## src/rtl/ext_shift_pipe.sv

```systemverilog
// rtl/ext_shift_pipe.sv - sign/zero-extend with optional LSHF1, 2-entry in-order output buffer
// Optional EXT_SHIFT_OVF_EN adds a per-entry out_ovf flag for shifted values that lose sign.
module ext_shift_pipe #(
  parameter int IN_WIDTH  = 9,
  parameter int OUT_WIDTH = 16
) (
  input  logic                 clk,
  input  logic                 reset,
  input  logic                 in_valid,
  output logic                 in_ready,
  input  logic [IN_WIDTH-1:0]  in_data,
  input  logic                 in_zext,
  input  logic                 in_lshf1,
  output logic                 out_valid,
  input  logic                 out_ready,
`ifdef EXT_SHIFT_OVF_EN
  output logic                 out_ovf,
`endif
  output logic [OUT_WIDTH-1:0] out_data
);

  typedef enum logic [1:0] {
    EMPTY = 2'd0,
    ONE   = 2'd1,
    FULL  = 2'd2
  } occ_e;

  occ_e                 state_q, state_d;
  logic                 in_ready_q;
  logic                 out_valid_q;
  logic                 wr_ptr_q;
  logic                 rd_ptr_q;
  logic [OUT_WIDTH-1:0] mem_q [2];
  logic [OUT_WIDTH-1:0] ext;
  logic [OUT_WIDTH-1:0] result_d;
  logic                 push;
  logic                 pop;

  // Handshakes use only registered flags, so in_ready never depends on out_ready.
  assign push = in_valid && in_ready_q;
  assign pop  = out_valid_q && out_ready;

  always_comb begin
    ext = '0;
    if (in_zext) begin
      ext = OUT_WIDTH'(in_data);
    end else begin
      ext = OUT_WIDTH'($signed(in_data));
    end
    result_d = in_lshf1 ? {ext[OUT_WIDTH-2:0], 1'b0} : ext;
  end

  always_comb begin
    state_d = state_q;
    case (state_q)
      EMPTY: if (push) state_d = ONE;
      ONE: begin
        if (push && !pop) state_d = FULL;
        else if (pop && !push) state_d = EMPTY;
      end
      FULL: if (pop) state_d = ONE;
      default: state_d = EMPTY;
    endcase
  end

  always_ff @(posedge clk) begin
    if (reset) begin
      state_q     <= EMPTY;
      in_ready_q  <= 1'b1;
      out_valid_q <= 1'b0;
      wr_ptr_q    <= 1'b0;
      rd_ptr_q    <= 1'b0;
      mem_q[0]    <= '0;
      mem_q[1]    <= '0;
    end else begin
      state_q     <= state_d;
      in_ready_q  <= (state_d != FULL);
      out_valid_q <= (state_d != EMPTY);
      if (push) begin
        mem_q[wr_ptr_q] <= result_d;
        wr_ptr_q        <= ~wr_ptr_q;
      end
      if (pop) begin
        rd_ptr_q <= ~rd_ptr_q;
      end
    end
  end

  assign in_ready  = in_ready_q;
  assign out_valid = out_valid_q;
  assign out_data  = mem_q[rd_ptr_q];

`ifdef EXT_SHIFT_OVF_EN
  logic ovf_mem_q [2];
  logic ovf_d;

  assign ovf_d = in_lshf1 && (ext[OUT_WIDTH-1] != ext[OUT_WIDTH-2]);

  always_ff @(posedge clk) begin
    if (reset) begin
      ovf_mem_q[0] <= 1'b0;
      ovf_mem_q[1] <= 1'b0;
    end else if (push) begin
      ovf_mem_q[wr_ptr_q] <= ovf_d;
    end
  end

  assign out_ovf = ovf_mem_q[rd_ptr_q];
`endif

endmodule

```

## config.mk

```make
export PLATFORM = sky130hd
export DESIGN_NAME = ext_shift_pipe
export DESIGN_NICKNAME = d
export VERILOG_FILES = /design/src/rtl/ext_shift_pipe.sv
export SDC_FILE = /design/constraint.sdc
export NUM_CORES = 1
export LEC_CHECK = 0
export CORE_AREA = 2 2 77 79
export DETAILED_ROUTE_END_ITERATION = 10
export DIE_AREA = 0 0 79 81
export HOLD_SLACK_MARGIN = 0.03
export PLACE_DENSITY_LB_ADDON = 0.05
export SYNTH_ARGS = -nofsm -noshare
export SYNTH_HDL_FRONTEND = slang
export SYNTH_SLANG_ARGS = --single-unit
```

## constraint.sdc

```tcl
create_clock -name clk -period 3.04 [get_ports clk]
set_clock_uncertainty 0.2 [all_clocks]
set_input_delay 0.456 -clock clk [delete_from_list [all_inputs] [get_ports clk]]
set_output_delay 0.456 -clock clk [all_outputs]
set_load 0.01 [all_outputs]
```

# == Word level (Yosys, flattened, before mapping) ==
# Memory sizes are Yosys's and may differ from the RTL's. A register that Yosys moved wholly into a read port is not among the register bits.
# Index checks and enable logic that the tools add are counted.
# word_totals
input_bits,15
memories,1
mem_bits_rw,32
elab_cells,37
reg_bits,6
output_inout_bits,18
# op_classes
reduce_logical,9
n_eq_ne,3
mux,17
bitwise_logic,2
# mem_list
name,depth,word_bits,rd,rd_clocked_by_memory_dff,wr,line_no,rtl
mem_q,2,16,1,1,2,33,logic [OUT_WIDTH-1:0] mem_q [2];
# ops
cell,count
two-way mux 16 bit,3
OR reduction 16 bit,1
two-way mux 1 bit,9
two-way mux 2 bit,4
case mux 2 bit (3 select lines),1
logical AND 1 bit,4
== test 2 x 1 -> 1 bit (second input constant),1
== test 2 bit (second input constant),1
zero test 1 bit,2
zero test 2 bit,1
inequality test 2 bit (second input constant),1
inverter 1 bit,2
nonzero test 2 bit,1

# == Depth between registers and ports, before layout ==
# depth
word_depth,7
ltp_mapped,4
depth_no_buf,3

# == Worst setup path after synthesis ==
# No wires, ideal clock.
# synth_path
path_type,reg-to-output
start,register (tool-made name)
end,output out_data[11]
path_stages_with_launch,4
arrival_ps,1079
slack_ps,1305
n_path_buf,2
required_time_ps,2384
cell_sequence,dfxtp_1 buf_2 mux2_2 buf_4
# synth_lines
element,line_no,rtl
end: declaration,19,output logic [OUT_WIDTH-1:0] out_data

==> results.sh <==
export IMPL_die_x_um=79
export IMPL_start_util_pct=23.8
export IMPL_critPathRequiredTime_ps=2380
export IMPL_worst_slack_ps=532
export IMPL_cts_tree="yes"
export IMPL_antenna_found_initial=0
export IMPL_postLayoutCellArea_sq_mm=0.00182
export IMPL_first_iter_violations=43
export IMPL_grt_max_degree=12
export IMPL_fin_crit_ps=2510
export IMPL_drive_gt1_share_pct=24.1
export IMPL_mostFrequentLayoutCells="32 x clkdlybuf4s50_1, 22 x edfxtp_1, 15 x nor2_1"
export IMPL_final_common_cell="clkdlybuf4s50_1"
export IMPL_grt_usage_pct=9.75
export IMPL_cts_buffer_depth=2
export IMPL_ys_ff_latch=29
export IMPL_power_density_mw_per_mm2=572
export IMPL_synth_area_leader_cell="edfxtp_1"
export IMPL_drv_slew=0
export IMPL_maxSlewHeadroom_pct=62.1
export IMPL_port_buffers=32
export IMPL_vias=871
export IMPL_holdWs_ps=307
export IMPL_final_core_util_pct=32.0
export IMPL_netlist_area_sq_mm=0.00135
export IMPL_nFillCells=607
export IMPL_clk_latency_ps=270
export IMPL_viasPerCell=4.11
export IMPL_reg2reg_to="mem_q[1][2]"
export IMPL_grt_pass1_wl_um=4470
export IMPL_dr_pass1_iters=4
export IMPL_worstSetupEndpointType="output port"
export IMPL_rsz0062_at_grt="false"
export IMPL_crit_end="out_data[15]"
export IMPL_numCtsBuffers=5
export IMPL_status="completed"
export IMPL_die_y_um=81
export IMPL_wl_per_cell_um=13.5
export IMPL_synth_nets=120
export IMPL_io_pins=33
export IMPL_area_growth_pct=34.6
export IMPL_critPathKind="reg2out"
export IMPL_hp_class="reg2reg"
export IMPL_syn_avg_cell_area_sq_um=12.8
export IMPL_antenna_cells=0
export IMPL_worstMarginPinSlew_ps=567
export IMPL_hold_viol=0
export IMPL_reg2reg_from="in_ready"
export IMPL_clk_pin_slew_ps=60
export IMPL_die_area_sq_mm=0.00640
export IMPL_arrival_ps=1850
export IMPL_syn_inst=105
export IMPL_cts_setup_buffers=0
export IMPL_rows=28
export IMPL_multi_input_area_sq_um=472
export IMPL_setup_viol=0
export IMPL_crit_fanout=11
export IMPL_hold_buffers=0
export IMPL_pre_cts_ws_ps=770
export IMPL_ant_nets=0
export IMPL_cts_resized=0
export IMPL_peakVddDrop_mv=0.166
export IMPL_yosysUniqueCellTypes=24
export IMPL_ys_warnings_count=0
export IMPL_r2r_slack_ps=1520
export IMPL_leakagePower_nw=0.673
export IMPL_synth_area_leaders="edfxtp_1 49%, dfxtp_1 10%, mux2_2 9.2%"
export IMPL_synth_edff_count=22
export IMPL_grt_overflow=0
export IMPL_totalNegativeSetupSlack_ps=0
export IMPL_cts_root_buf="clkbuf_8"
export IMPL_async_flop_share_pct=0
export IMPL_max_freq_mhz=399
export IMPL_min_period_over_period_pct=82.5
export IMPL_hold_depth=2
export IMPL_finalWirelength_um=2860
export IMPL_core_area_sq_mm=0.00568
export IMPL_r2r_cells=2
export IMPL_drv_cap=0
export IMPL_grt_pass1_vias=933
export IMPL_ff_latch_area_sq_um=801
export IMPL_dpl_cell_area_sq_mm=0.00171
export IMPL_hpwl_um=2110
export IMPL_gp_congestion=0.701
export IMPL_htreeDepth=2
export IMPL_cts_num_sinks=29
export IMPL_synth_ff_type="edfxtp_1"
export IMPL_nets=151
export IMPL_drc=0
export IMPL_seq_area_frac_synth_pct=59.4
export IMPL_synth_top_cell_area_share_pct=49.0
export IMPL_start_kind="register"
power breakdown:
part	switching [mW]	leakage, nW	internal [mW]	total, mW
clock	0.136	0.0528	0.241	0.377
combinational	0.0776	0.329	0.103	0.180
sequential	0.0192	0.291	0.462	0.481
cell type report:
cell class                 instances  area share [%]
clock buffer                       6            4.00
clock inverter                     2            1.86
inverter                           2           0.414
multi-input combinational         64            26.0
sequential                        29            44.1
tap                               75            5.17
timing repair buffer              34            18.5
critical path, stage by stage (launching register included):
cell and delay [ps]:
dfxtp_1 650, mux2_2 440, clkdlybuf4s50_1 490
layer usage:
| layer | global-route usage (%) | up-vias | routed length, um |
|---|---|---|---|
| li1 | - | 427 | - |
| met4 | 3.62 | 0 | 19 |
| met2 | 17.4 | 25 | 1550 |
| met5 | 0 | - | 0 |
| met1 | 10.3 | 417 | 1150 |
| met3 | 4.11 | 2 | 139 |
cells in the mapped netlist (all sizes together) (2+ instances only):
master  number
nand2        3
buf         10
nor2        25
mux2        11
nand4b       3
dfxtp        7
nand2b       3
xor2         2
mux2i        8
edfxtp      22
inv          2
logic make-up (layout without fill, tap and decap cells):
kind of cell	Yosys count	in the layout	share of synthesized area (%)
mux	19	19	15.1
compound gates	7	7	4.08
buf+inv	12	44	5.66
xor+xnor	2	2	1.30
flops	29	29	59.4
simple gates	36	36	14.5
how the worst min path moves through the flow:
stage	startpoint	end
4_1_cts	rd_ptr_q	register
2_1_floorplan	rd_ptr_q	register
3_5_place_dp	rd_ptr_q	register
3_3_place_gp	rd_ptr_q	rd_ptr_q
6_report	rd_ptr_q	register
5_1_grt	rd_ptr_q	register
per-stage QoR:
step	power (mW)	std cells
6_report	1.04	212
5_1_grt	1.09	212
4_1_cts	1.06	212
3_5_place_dp	0.674	204
3_3_place_gp	0.673	204
2_1_floorplan	0.586	105
registers in the layout, indices dropped and copies added (netlist names), named ones only:
| register | count |
|---|---|
| mem_q | 22 |
| wr_ptr_q | 1 |
| state_q | 2 |
| out_valid | 1 |
| in_ready | 1 |
| rd_ptr_q | 1 |
Note: power is estimated with default switching activity, not from simulation.
